### src/rtl/square_painter.sv
// Queued square rasteriser: buffers square requests in a FIFO and walks each
// SIZE x SIZE square one pixel per cycle, gating writes to the visible 160x120 area.
module square_painter #(
  parameter int SIZE  = 4,
  parameter int DEPTH = 16
) (
  input  logic       clk,
  input  logic       resetn,
  input  logic       plot,
  input  logic [7:0] starting_x,
  input  logic [6:0] starting_y,
  input  logic [2:0] colour,
  output logic [7:0] x,
  output logic [6:0] y,
  output logic [2:0] vga_colour,
  output logic       writeEn,
  output logic       busy,
  output logic       full,
  output logic       overflow,
  output logic       done
);

  // state | meaning
  // IDLE  | nothing to draw; pixel outputs hold the last square's final pixel
  // DRAW  | walking the square in bx/by/bc, one pixel per cycle, row-major
  typedef enum logic {IDLE, DRAW} state_t;

  localparam int AW = $clog2(DEPTH);
  localparam logic [2:0] LAST = 3'(SIZE - 1);

  state_t        state;
  logic [17:0]   mem [DEPTH];
  logic [AW-1:0] wr_ptr, rd_ptr;
  logic [AW:0]   count;
  logic [7:0]    bx;
  logic [6:0]    by;
  logic [2:0]    bc;
  logic [2:0]    row, col;
  logic          empty, push, pop, last_pix;

  assign empty    = (count == '0);
  assign full     = (count == (AW+1)'(DEPTH));
  assign push     = plot && !full;
  assign last_pix = (row == LAST) && (col == LAST);
  assign pop      = !empty && ((state == IDLE) || last_pix);

  // Storage needs no reset; the pointers alone define what is valid.
  always_ff @(posedge clk) begin
    if (resetn && push)
      mem[wr_ptr] <= {starting_x, starting_y, colour};
  end

  always_ff @(posedge clk) begin
    if (!resetn) begin
      state    <= IDLE;
      wr_ptr   <= '0;
      rd_ptr   <= '0;
      count    <= '0;
      row      <= '0;
      col      <= '0;
      bx       <= '0;
      by       <= '0;
      bc       <= '0;
      overflow <= 1'b0;
    end else begin
      if (plot && full)
        overflow <= 1'b1;
      if (push)
        wr_ptr <= wr_ptr + AW'(1);
      if (pop)
        rd_ptr <= rd_ptr + AW'(1);
      if (push && !pop)
        count <= count + (AW+1)'(1);
      else if (pop && !push)
        count <= count - (AW+1)'(1);

      case (state)
        IDLE: begin
          if (pop) begin
            {bx, by, bc} <= mem[rd_ptr];
            row          <= '0;
            col          <= '0;
            state        <= DRAW;
          end
        end
        DRAW: begin
          if (last_pix) begin
            if (pop) begin
              {bx, by, bc} <= mem[rd_ptr];
              row          <= '0;
              col          <= '0;
            end else begin
              state <= IDLE;
            end
          end else if (col == LAST) begin
            col <= '0;
            row <= row + 3'd1;
          end else begin
            col <= col + 3'd1;
          end
        end
        default: state <= IDLE;
      endcase
    end
  end

  // Coordinates wrap naturally at 8 and 7 bits; row/col are left at the last
  // pixel in IDLE, so x/y keep their final values without extra holding logic.
  assign x          = bx + {5'b0, col};
  assign y          = by + {4'b0, row};
  assign vga_colour = bc;
  assign writeEn    = (state == DRAW) && (x <= 8'd159) && (y <= 7'd119);
  assign busy       = (state == DRAW) || !empty;
  assign done       = (state == DRAW) && last_pix && empty;

endmodule

### config.mk
export PLATFORM = sky130hd
export DESIGN_NAME = square_painter
export DESIGN_NICKNAME = d
export VERILOG_FILES = /design/src/rtl/square_painter.sv
export SDC_FILE = /design/constraint.sdc
export NUM_CORES = 1
export LEC_CHECK = 0
export CAP_MARGIN = 20
export CORE_MARGIN = 3
export CORE_UTILIZATION = 65
export DETAILED_ROUTE_END_ITERATION = 7
export HOLD_SLACK_MARGIN = 0.12
export PLACE_DENSITY = 0.84
export SYNTH_ARGS = -nofsm -noshare
export SYNTH_HDL_FRONTEND = slang
export SYNTH_SLANG_ARGS = --single-unit
### constraint.sdc
create_clock -name clk -period 4.1 [get_ports clk]
set_input_delay 0.82 -clock clk [delete_from_list [all_inputs] [get_ports clk]]
set_output_delay 0.82 -clock clk [all_outputs]
set_load 0.02 [all_outputs]
# After elaboration in Yosys (flattened, before gate mapping)
# Memories as Yosys holds them, arrays and structs flattened. A register that Yosys moved wholly into a read port is not among the register bits.
# Index checks and enable logic that the tools add are counted.
dict set report word_totals {
  mem_count 1
  inputBits 21
  ff_bits 39
  ram_bits 288
  elab_cells 72
  output_inout_bits 23
}
dict set report op_classes {
  eq_ne 5
  bitwise 1
  add_sub_neg 8
  magnitude_cmp 2
  mux 26
  n_reduce_logical 19
}
# name words width read_ports rd_clocked_by_memory_dff write_ports line
set mem_list {}
lappend mem_list {mem 16 18 1 1 1 32} ;# logic [17:0] mem [DEPTH];
# operator count
set ops {}
lappend ops {{3-bit 2-to-1 mux} 8}
lappend ops {{3-bit one-hot mux with 2 select lines} 3}
lappend ops {{8-bit 2-to-1 mux} 2}
lappend ops {{8-bit one-hot mux with 2 select lines} 1}
lappend ops {{7-bit 2-to-1 mux} 2}
lappend ops {{7-bit one-hot mux with 2 select lines} 1}
lappend ops {{1-bit logical AND} 11}
lappend ops {{5-bit 2-to-1 mux} 2}
lappend ops {{4-bit by 1-bit adder with 4-bit output (second input constant)} 2}
lappend ops {{8-bit by 3-bit adder with 8-bit output} 1}
lappend ops {{8-bit less-or-equal comparator (second input constant)} 1}
lappend ops {{4-bit 2-to-1 mux} 2}
lappend ops {{7-bit by 3-bit adder with 7-bit output} 1}
lappend ops {{7-bit less-or-equal comparator (second input constant)} 1}
lappend ops {{3-bit by 1-bit adder with 3-bit output (second input constant)} 2}
lappend ops {{3-bit by 2-bit equality test with 1-bit output (second input constant)} 2}
lappend ops {{5-bit by 1-bit adder with 5-bit output (second input constant)} 1}
lappend ops {{5-bit equality test (second input constant)} 1}
lappend ops {{5-bit logical NOT} 1}
lappend ops {{5-bit by 1-bit subtractor with 5-bit output (second input constant)} 1}
lappend ops {{1-bit logical NOT} 4}
lappend ops {{1-bit 2-to-1 mux} 4}
lappend ops {{3-bit by 1-bit != test with 1-bit output (second input constant)} 1}
lappend ops {{1-bit logical OR} 2}
lappend ops {{other kinds (4)} 4}

# Logic depth before layout (Yosys ltp)
# Gate-level depths: netlist (run 1).
dict set report depth {
  depth_word 7
  mapped_depth 14
  depth_no_buf 13
}

# Worst setup path before layout (run 1)
# OpenSTA, ideal clock, no wires.
dict set report synth_timing {
  kind {input to register}
  start {input port plot}
  end {memory mem[3][0], enable pin}
  slack_ns 1.067
  path_buffers 0
  setup_time_ns 0.416
  path_stages 3
  arrival_time_ns 2.617
  required_time_ns 3.684
  path_cell_list {a21boi_2 > nand3_1 > nor3_1}
}
dict set report synth_between {
  elab_chain_len 4
}
# item line
set synth_lines {}
lappend synth_lines {{start: declaration} 9} ;# input logic plot,
lappend synth_lines {{1-bit logical AND} 43} ;# assign push = plot && !full;
lappend synth_lines {{1-bit logical AND} 49} ;# if (resetn && push)
lappend synth_lines {{1-bit 2-to-1 mux} 49}
lappend synth_lines {{1-bit 2-to-1 mux (not written as such)} 50} ;# mem[wr_ptr] <= {starting_x, starting_y, colour};
lappend synth_lines {{end: declaration} 32}
# Every way passes these cells.

# Worst setup path in the final report (run 1)
dict set report layout_timing {
  start {register row[0]}
  end {output port writeEn}
}
dict set report layout_between {
  elab_chain_len 3
}
# item line
set layout_lines {}
lappend layout_lines {{start: declaration} 38} ;# logic [2:0] row, col;
lappend layout_lines {{start signal: assignment} 97} ;# row <= row + 3'd1;
lappend layout_lines {{7-bit by 3-bit adder with 7-bit output} 110} ;# assign y = by + {4'b0, row};
lappend layout_lines {{7-bit less-or-equal comparator} 112} ;# assign writeEn = (state == DRAW) && (x <= 8'd159) && (y <= 7'd119);
lappend layout_lines {{1-bit logical AND} 112}
lappend layout_lines {{end: declaration} 16} ;# output logic writeEn,
# Every way passes these cells.

==> run_results.csv, run 1 <==
group,metric,value,unit
setup_path,critical_path_class,"reg -> out",
setup_path,worst_ep_arrival_time,3110,ps
global_routing,grt_pass1_vias,7770,
yosys,yosys_warnings,0,
sta,finalCriticalPeriod,3930,ps
clock_network,htree_levels,1,
sta,tightestPinTransition,1080,ps
clock_network,cts_made_buffers,31,
yosys,syn_area_per_cell,17.0,µm²
setup_path,start_kind,"register",
sta,finalSetupViolations,0,
yosys,ys_ff_latch,331,
route,route.vias.total,7512,
yosys,yosys-top-cells-count,"288 x edfxtp_1, 74 x mux2i_1, 43 x dfxtp_1, 36 x mux4_2, 36 x o22ai_1",
flow_run,drv_cap,0,
clock_network,cts_hold_buf,0,
yosys,synthArstFlopShare,0,
cells_and_area,final_cells,1125,
route,drt-pass1-iter-count,5,
sta,timing.fmax,0.254,GHz
yosys,ys_seq_area_frac,0.723,
cells_and_area,diodes,0,
status,status,"finished, final reports clean",
place,place_inst,1067,
floorplanning,start_util,0.669,
sta,fin_worst_skew,34.9,ps
clock_network,clk_pin_slew_worst_paths,70,ps
route,wl_per_cell,27.3,µm
clock_network,cts_tree,"yes",
sta,fin_setup_tns,0,ps
sta,period_share,0.959,
worst_hold_path,hold_start,"col[2]$_SDFF_PN0_",
floorplanning,die_area,22000,µm²
global_routing,grt_max_degree,55,
yosys,synthFlopType,"edfxtp_1",
setup_path,startpoint,"row[0]$_SDFFE_PN0P_",
cells_and_area,multi_input_area,3410,µm²
sta,rsz0062_at_grt,"no",
yosys,syn_area,13100,µm²
worst_hold_path,hp-class,"reg -> reg",
floorplanning,die_w,148,µm
yosys,syn_nets,815,
sta,hold_ws,488,ps
floorplanning,coreArea,19700,µm²
pwr,leakage,4.80,nW
pwr,peakVddDrop,419,µV
clock_network,clock-sinks,331,
route,drt.antenna.violating_nets,0,
cells_and_area,final_layout_size_suffix_gt1_frac,0.156,
clock_network,worstSkewPairLatency,580,ps
route,routed_wl,30700,µm
cells_and_area,finalNetCount,878,
floorplanning,pin_count,44,
global_routing,track_usage,0.284,
yosys,synth_cells,772,
cells_and_area,syn2layout_area_growth,14.4,%
yosys,yosysTopAreaCellShare,0.658,
clock_network,post_cts_buffers,0,
route,drtIter0Drc,814,
place,io_buffers,43,
global_routing,grt_pass1_wl,46400,µm
cells_and_area,regArea,9510,µm²
sta,finalMaxSlewViolations,0,
sta,hold_viol_final,0,
global_routing,antenna_found_initial,0,
setup_path,reg2reg_from,"row[1]$_SDFFE_PN0P_",
yosys,synth_top_cell_by_area,"edfxtp_1",
cells_and_area,num-fill-cells,1071,
floorplanning,rows,51,
yosys,synth_cell_types,48,
setup_path,worstPathMaxFanout,3,
sta,timing.slew.headroom,0.279,
place,gp_congestion,0.837,
setup_path,cp-end-kind,"output pin",
yosys,yosysMostFrequentCell,"edfxtp_1",
setup_path,critPathRequiredTime,3280,ps
pwr,p_per_area,582,nW/µm²
route,drc,0,
clock_network,clk_path_buf_depth,3,
clock_network,cts_root_buf,"clkbuf_16",
clock_network,cts-resized-gates,0,
place,dp_hpwl,16900,µm
yosys,synth_enable_flop_cells,288,
yosys,synthTopCellsByArea,"edfxtp_1 66%, dfxtp_1 6.5%, mux4_2 6.2%, mux2i_1 5.6%, ha_1 1.8%",
floorplanning,chipHeight,148,µm
route,viasPerCell,6.68,
global_routing,grt.overflow.total,0,
==> area by class of cell <==
type | count | area share
Sequential cell | 331 | 0.633
Clock inverter | 18 | 0.0136
Inverter | 20 | 0.00499
Clock buffer | 40 | 0.0545
Tap cell | 265 | 0.0221
Multi-Input combinational cell | 383 | 0.227
Timing Repair Buffer | 68 | 0.0453
==> metal layers <==
layer / part of all wire / global-route usage / routed length [µm]
met5: 0 / 0 / 0
met4: 0.057 / 0.158 / 1760
met3: 0.095 / 0.0466 / 2910
met2: 0.47 / 0.445 / 14600
met1: 0.37 / 0.389 / 11500
==> critical path: stages, from the launching register on <==
cell and delay, ps:
dfxtp_1 380, ha_1 180, inv_1 60, fa_1 390
inv_1 70, a21o_1 160, xor2_1 80, a31o_2 250
a311oi_1 310, clkdlybuf4s50_1 660
==> placed cells by master, fill, tap and decap left out, drive strengths merged, types with 2 or more instances in the layout <==
master | Yosys | routed
a21boi | 2 | 2
a21o | 4 | 4
a21oi | 26 | 26
a22oi | 21 | 21
and2 | 11 | 11
buf | 24 | 25
bufinv | 0 | 4
clkbuf | 14 | 40
clkdlybuf4s50 | 0 | 43
clkinv | 0 | 9
clkinvlp | 0 | 2
dfxtp | 43 | 43
edfxtp | 288 | 288
fa | 3 | 3
ha | 19 | 19
inv | 20 | 23
mux2i | 74 | 74
mux4 | 36 | 36
nand2 | 19 | 19
nand2b | 5 | 5
nand3 | 7 | 7
nand3b | 2 | 2
nand4 | 5 | 5
nor2 | 22 | 22
nor2b | 11 | 11
nor3 | 24 | 24
o21ai | 22 | 22
o22ai | 36 | 36
xnor2 | 13 | 13
xor2 | 9 | 9
==> sequential cells by signal, indices dropped and copies added (netlist names), named ones only <==
signal,count
rd_ptr,4
vga_colour,3
state,1
count,5
overflow,1
by,7
wr_ptr,4
mem,288
row,3
bx,8
col,3
==> power by group <==
group / internal (mW) / switching [mW] / leakage [nW]
sequential: 3.84 / 0.231 / 2.95
combinational: 0.758 / 1.05 / 1.35
clock: 1.67 / 1.22 / 0.500
total: 6.26 / 2.50 / 4.80
==> cells by family after synthesis <==
kind of cell,after synthesis,synth area share
fa+ha+maj,22,0.0226
flops,331,0.723
simple gates,110,0.0442
xor+xnor,22,0.0147
mux,110,0.118
buf+inv,58,0.0210
compound gates,119,0.0562
==> final timing paths <==
check | cells after the start | end | slack [ps]
worst min-delay path | 2 | col[2]$_SDFF_PN0_ | 490
worst max register to register | 12 | count[4]$_SDFFE_PN0P_ | 1420
worst min register to register | 2 | col[2]$_SDFF_PN0_ | 490
worst max-delay path | 9 | writeEn | 170
==> stage by stage <==
| step | power (mW) | util | area [µm²] | setup slack [ps] |
|---|---|---|---|---|
| final | 8.76 | 0.765 | 15000 | 169 |
| after global routing | 9.05 | 0.765 | 15000 | 17.1 |
| after CTS | 8.75 | 0.765 | 15000 | 131 |
| after detailed placement | 5.88 | 0.713 | 14000 | 742 |
| after global placement | 5.80 | 0.713 | 14000 | 853 |
| after floorplan | 5.22 | - | 13100 | 1070 |
No activity file was read; power rests on OpenSTA's default activity.
==> inputs of run 2 (changes only) <==
- CORE_ASPECT_RATIO: default -> 1.1
==> run 2 against run 1 <==
  * Count of clock-buffer cells in the layout shrank 5
  * Die area is essentially flat
  * Cell area grew 0.51%
  * Cell count shrank 1.4%
  * Sequential share of layout area shrank 0.32 points
  * First-iteration DRC count shrank 8.4%
  * Combinational power shrank 3%
  * Critical path depth is the same
  * Setup slack gained 51 ps
  * Hold slack gained 5.3 ps
  * Sequential power is essentially flat
  * Maximum frequency grew 1.3%
  * Critical path type unchanged
  * Largest cell class unchanged
  * Largest power group unchanged
==> run_results.csv, run 2 (synthesis gave the netlist of run 1 again) <==
group,metric,value,unit
floorplanning,chipHeight,155,µm
cells_and_area,final_layout_size_suffix_gt1_frac,0.158,
setup_path,startpoint,"row[0]$_SDFFE_PN0P_",
setup_path,rrSetupSlack,1020,ps
clock_network,cts_hold_buf,0,
place,gp_congestion,0.854,
setup_path,critical_path_class,"reg -> out",
cells_and_area,fin_area,15100,µm²
global_routing,grt.overflow.total,0,
clock_network,clock-sinks,331,
cells_and_area,syn2layout_area_growth,15.0,%
place,io_buffers,43,
pwr,power,8.97,mW
place,placed_cell_area,14000,µm²
setup_path,reg2reg_from,"row[0]$_SDFFE_PN0P_",
pwr,peakVddDrop,593,µV
clock_network,clk_pin_slew_worst_paths,70,ps
pwr,p_per_area,593,nW/µm²
sta,finalSetupViolations,0,
clock_network,cts_root_buf,"clkbuf_16",
global_routing,grt_max_degree,46,
floorplanning,die_area,22000,µm²
cells_and_area,num-fill-cells,1022,
global_routing,grt_pass1_wl,46200,µm
cells_and_area,final_cell_mix,"288 x edfxtp_1, 74 x mux2i_1, 43 x clkdlybuf4s50_1",
route,drtIter0Drc,746,
sta,hold_viol_final,0,
clock_network,clk_path_buf_depth,3,
cells_and_area,final_common_cell,"edfxtp_1",
route,routed_wl,30100,µm
cells_and_area,diodes,0,
sta,timing.fmax,0.258,GHz
setup_path,worst_r2r_path_depth,12,
route,viasPerCell,6.57,
sta,finalCriticalPeriod,3880,ps
sta,tightestPinTransition,979,ps
floorplanning,start_util,0.674,
global_routing,antenna_found_initial,0,
clock_network,worstSkewPairLatency,570,ps
status,status,"finished, final reports clean",
route,drt-pass1-iter-count,5,
floorplanning,coreArea,19500,µm²
floorplanning,pin_count,44,
pwr,leakage,4.86,nW
sta,finalMaxSlewViolations,0,
setup_path,worstPathMaxFanout,3,
worst_hold_path,worstHoldEndpoint,"col[2]$_SDFF_PN0_",
route,route.vias.total,7290,
place,dp_hpwl,17500,µm
setup_path,cp-end-kind,"output pin",
worst_hold_path,hold_start,"col[2]$_SDFF_PN0_",
setup_path,regToRegEndpoint,"count[4]$_SDFFE_PN0P_",
cells_and_area,reg_top3,"mem (288), bx (8), by (7)",
clock_network,post_cts_buffers,0,
global_routing,grt_pass1_vias,7790,
clock_network,cts_tree,"yes",
floorplanning,die_w,142,µm
setup_path,worst_ep_arrival_time,3060,ps
sta,period_share,0.946,
sta,fin_worst_skew,7.56,ps
route,wl_per_cell,27.1,µm
clock_network,htree_levels,1,
clock_network,cts_made_buffers,31,
cells_and_area,regMostFlops,"mem",
setup_path,start_kind,"register",
flow_run,drv_cap,0,
clock_network,cts-resized-gates,0,
sta,fin_setup_tns,0,ps
worst_hold_path,hp-class,"reg -> reg",
cells_and_area,largest_reg_flops,288,
cells_and_area,finalNetCount,880,
route,drc,0,
sta,timing.slew.headroom,0.346,
global_routing,track_usage,0.283,
cells_and_area,postLayoutCoreUtil,0.775,
floorplanning,rows,53,
setup_path,critPathRequiredTime,3280,ps
worst_hold_path,hold-path-cell-count,2,
sta,rsz0062_at_grt,"no",
route,drt.antenna.violating_nets,0,
==> run 2: layer usage <==
| metal | global-route usage | up-vias | part of all wire |
|---|---|---|---|
| li1 | - | 3160 | - |
| met1 | 0.365 | 3591 | 0.36 |
| met2 | 0.452 | 434 | 0.49 |
| met3 | 0.0744 | 105 | 0.10 |
| met4 | 0.140 | 0 | 0.048 |
| met5 | 0 | - | 0 |
==> run 2: worst max-delay path by stage <==
stage | to | cells past startpoint | slack (ps)
finish | writeEn | 9 | 220
global route | writeEn | 9 | 50
CTS | writeEn | 9 | 190
detailed placement | count[4]$_SDFFE_PN0P_ | 9 | 770
global placement | writeEn | 9 | 850
floorplan | mem[3][0]$_DFFE_PP_ | 3 | 1070
==> run 2: area by class of cell <==
class / instances / area, µm² / area share
Clock buffer: 35 / 791 / 0.0523
Clock inverter: 23 / 329 / 0.0218
Inverter: 20 / 75.1 / 0.00497
Multi-Input combinational cell: 383 / 3410 / 0.226
Sequential cell: 331 / 9510 / 0.630
Tap cell: 247 / 309 / 0.0204
Timing Repair Buffer: 70 / 683 / 0.0452
==> run 2: where the power goes <==
part | switching (mW) | internal (mW)
sequential | 0.258 | 3.84
combinational | 0.985 | 0.770
clock | 1.22 | 1.89
total | 2.47 | 6.50
==> run 2: critical path, cell delays in order, from the launching register on <==
cell and delay [ps]:
dfxtp_1 380, ha_1 190, inv_1 50, fa_1 390
inv_1 70, a21o_1 160, xor2_1 80, a31o_2 250
a311oi_1 260, clkdlybuf4s50_1 640
==> run 2: metrics by stage <==
stage	hold slack (ps)	setup WS [ps]	instances
after floorplan	431	1070	772
after global placement	462	854	1051
after detailed placement	476	772	1051
after CTS	488	192	1109
after global routing	506	46.6	1109
final	493	220	1109
==> inputs of run 3 (changes only) <==
- CTS_BUF_LIST: default -> sky130_fd_sc_hd__clkbuf_16
- RECOVER_POWER: default -> 50
==> run 3 against run 2 <==
  * Non-clock buffer count stayed put
  * The flow now finishes with violations (max-capacitance violations, max-slew violations)
  * Via count is 0.23% higher
  * Combinational power hardly changed
  * Largest cell class unchanged
  * Maximum frequency is 0.14% lower
  * Highest routed layer unchanged
  * Global-route usage stayed put
==> run_results.csv, run 3 (synthesis gave the netlist of run 1 again) <==
group,metric,value,unit
global_routing,track_usage,0.283,
global_routing,grtUsageMet3,0.0744,
setup_path,worstPathMaxFanout,3,
pwr,power,8.95,mW
place,dp_hpwl,17500,µm
clock_network,post_cts_buffers,0,
place,io_buffers,43,
clock_network,worstSkewPairLatency,570,ps
pwr,peakVddDrop,590,µV
route,drc,0,
clock_network,cts_root_buf,"clkbuf_16",
clock_network,cts_made_buffers,31,
sta,finalSetupViolations,0,
cells_and_area,final_layout_size_suffix_gt1_frac,0.150,
pwr,leakage,4.87,nW
clock_network,clock-sinks,331,
floorplanning,die_w,142,µm
floorplanning,coreArea,19500,µm²
route,drt.antenna.violating_nets,0,
route,route.vias.total,7307,
sta,fin_setup_tns,0,ps
route,viasPerCell,6.58,
cells_and_area,fin_area,15100,µm²
worst_hold_path,hold-path-cell-count,2,
clock_network,clk_path_buf_depth,3,
place,place_inst,1051,
global_routing,antenna_found_initial,1,
route,routed_wl,30200,µm
setup_path,worst_r2r_path_depth,5,
floorplanning,chipHeight,155,µm
sta,tightestPinTransition,1670,ps
setup_path,worst_ep_arrival_time,3060,ps
clock_network,clk_pin_slew_worst_paths,70,ps
floorplanning,rows,53,
global_routing,grt_pass1_vias,7790,
floorplanning,start_util,0.674,
cells_and_area,final_cell_mix,"288 x edfxtp_1, 74 x mux2i_1, 41 x dfxtp_1",
cells_and_area,syn2layout_area_growth,14.8,%
clock_network,cts_tree,"yes",
flow_run,drv_cap,1,
place,gp_congestion,0.854,
worst_hold_path,hp-class,"reg -> reg",
cells_and_area,finalNetCount,880,
global_routing,grt_max_degree,46,
global_routing,grt_pass1_wl,46200,µm
sta,fin_ws,215,ps
cells_and_area,final_cells,1110,
setup_path,critPathRequiredTime,3280,ps
sta,timing.fmax,0.257,GHz
pwr,p_per_area,593,nW/µm²
global_routing,grt.overflow.total,0,
sta,rsz0062_at_grt,"no",
floorplanning,die_area,22000,µm²
cells_and_area,largest_reg_flops,288,
sta,timing.slew.headroom,-0.113,
sta,fin_worst_skew,10.8,ps
place,place_worst_setup_slack,772,ps
cells_and_area,final_common_cell,"edfxtp_1",
global_routing,top_usage_layer,"met2",
global_routing,use_met2,0.452,
clock_network,htree_levels,1,
sta,finalMaxSlewViolations,37,
floorplanning,pin_count,44,
route,drtIter0Drc,779,
sta,finalCriticalPeriod,3880,ps
setup_path,cp-end-kind,"output pin",
status,status,"finished, violations left",
clock_network,cts_hold_buf,0,
setup_path,start_kind,"register",
cells_and_area,num-fill-cells,1029,
sta,period_share,0.948,
status,violations,"max-capacitance violations, max-slew violations",
route,drt-pass1-iter-count,5,
cells_and_area,regMostFlops,"mem",
clock_network,cts-resized-gates,0,
route,wl_per_cell,27.2,µm
setup_path,critical_path_class,"reg -> out",
cells_and_area,reg_top3,"mem (288), bx (8), by (7)",
global_routing,gr-usage-met1,0.365,
sta,hold_viol_final,0,
place,placed_cell_area,14000,µm²
[run 3: power breakdown]
group | total (mW) | internal, mW | switching, mW
registers | 4.09 | 3.84 | 0.257
logic | 1.75 | 0.764 | 0.982
clock network | 3.11 | 1.88 | 1.23
total | 8.95 | 6.48 | 2.47
[run 3: through the flow]
step	util	hold WS [ps]
floorplan	-	431
global placement	0.718	462
detailed placement	0.718	476
CTS	0.775	488
global route	0.774	506
finish	0.774	489
[run 3: path summary, 6_finish.rpt]
check	startpoint	endpoint	slack, ps
max	row[0]$_SDFFE_PN0P_	writeEn	220
min	col[2]$_SDFF_PN0_	col[2]$_SDFF_PN0_	490
max reg2reg	count[0]$_SDFFE_PN0P_	mem[9][10]$_DFFE_PP_	830
min reg2reg	col[2]$_SDFF_PN0_	col[2]$_SDFF_PN0_	490
[run 3: final cells by class]
type,count,area [µm²],share of cell area
clock buffers,31,776,0.0514
diodes,1,2.50,0.000166
well taps,247,309,0.0205
clock inverters,27,344,0.0228
multi-input cells,383,3400,0.225
flip-flops and latches,331,9510,0.630
inverters,20,75.1,0.00497
repair buffers,70,679,0.0450
[run 3: critical path, cell delays in order, from the launching register on]
cell and delay (ps):
dfxtp_1 380, ha_1 190, inv_1 50, fa_1 400, inv_1 70, a21o_1 160
xor2_1 80, a31o_2 250, a311oi_1 260, clkdlybuf4s50_1 640
[run 3: routing by layer]
layer / share of wire / up-vias
met3: 0.11 / 116
met2: 0.49 / 445
met1: 0.35 / 3590
met4: 0.049 / 0
met5: 0 / -
li1: - / 3156
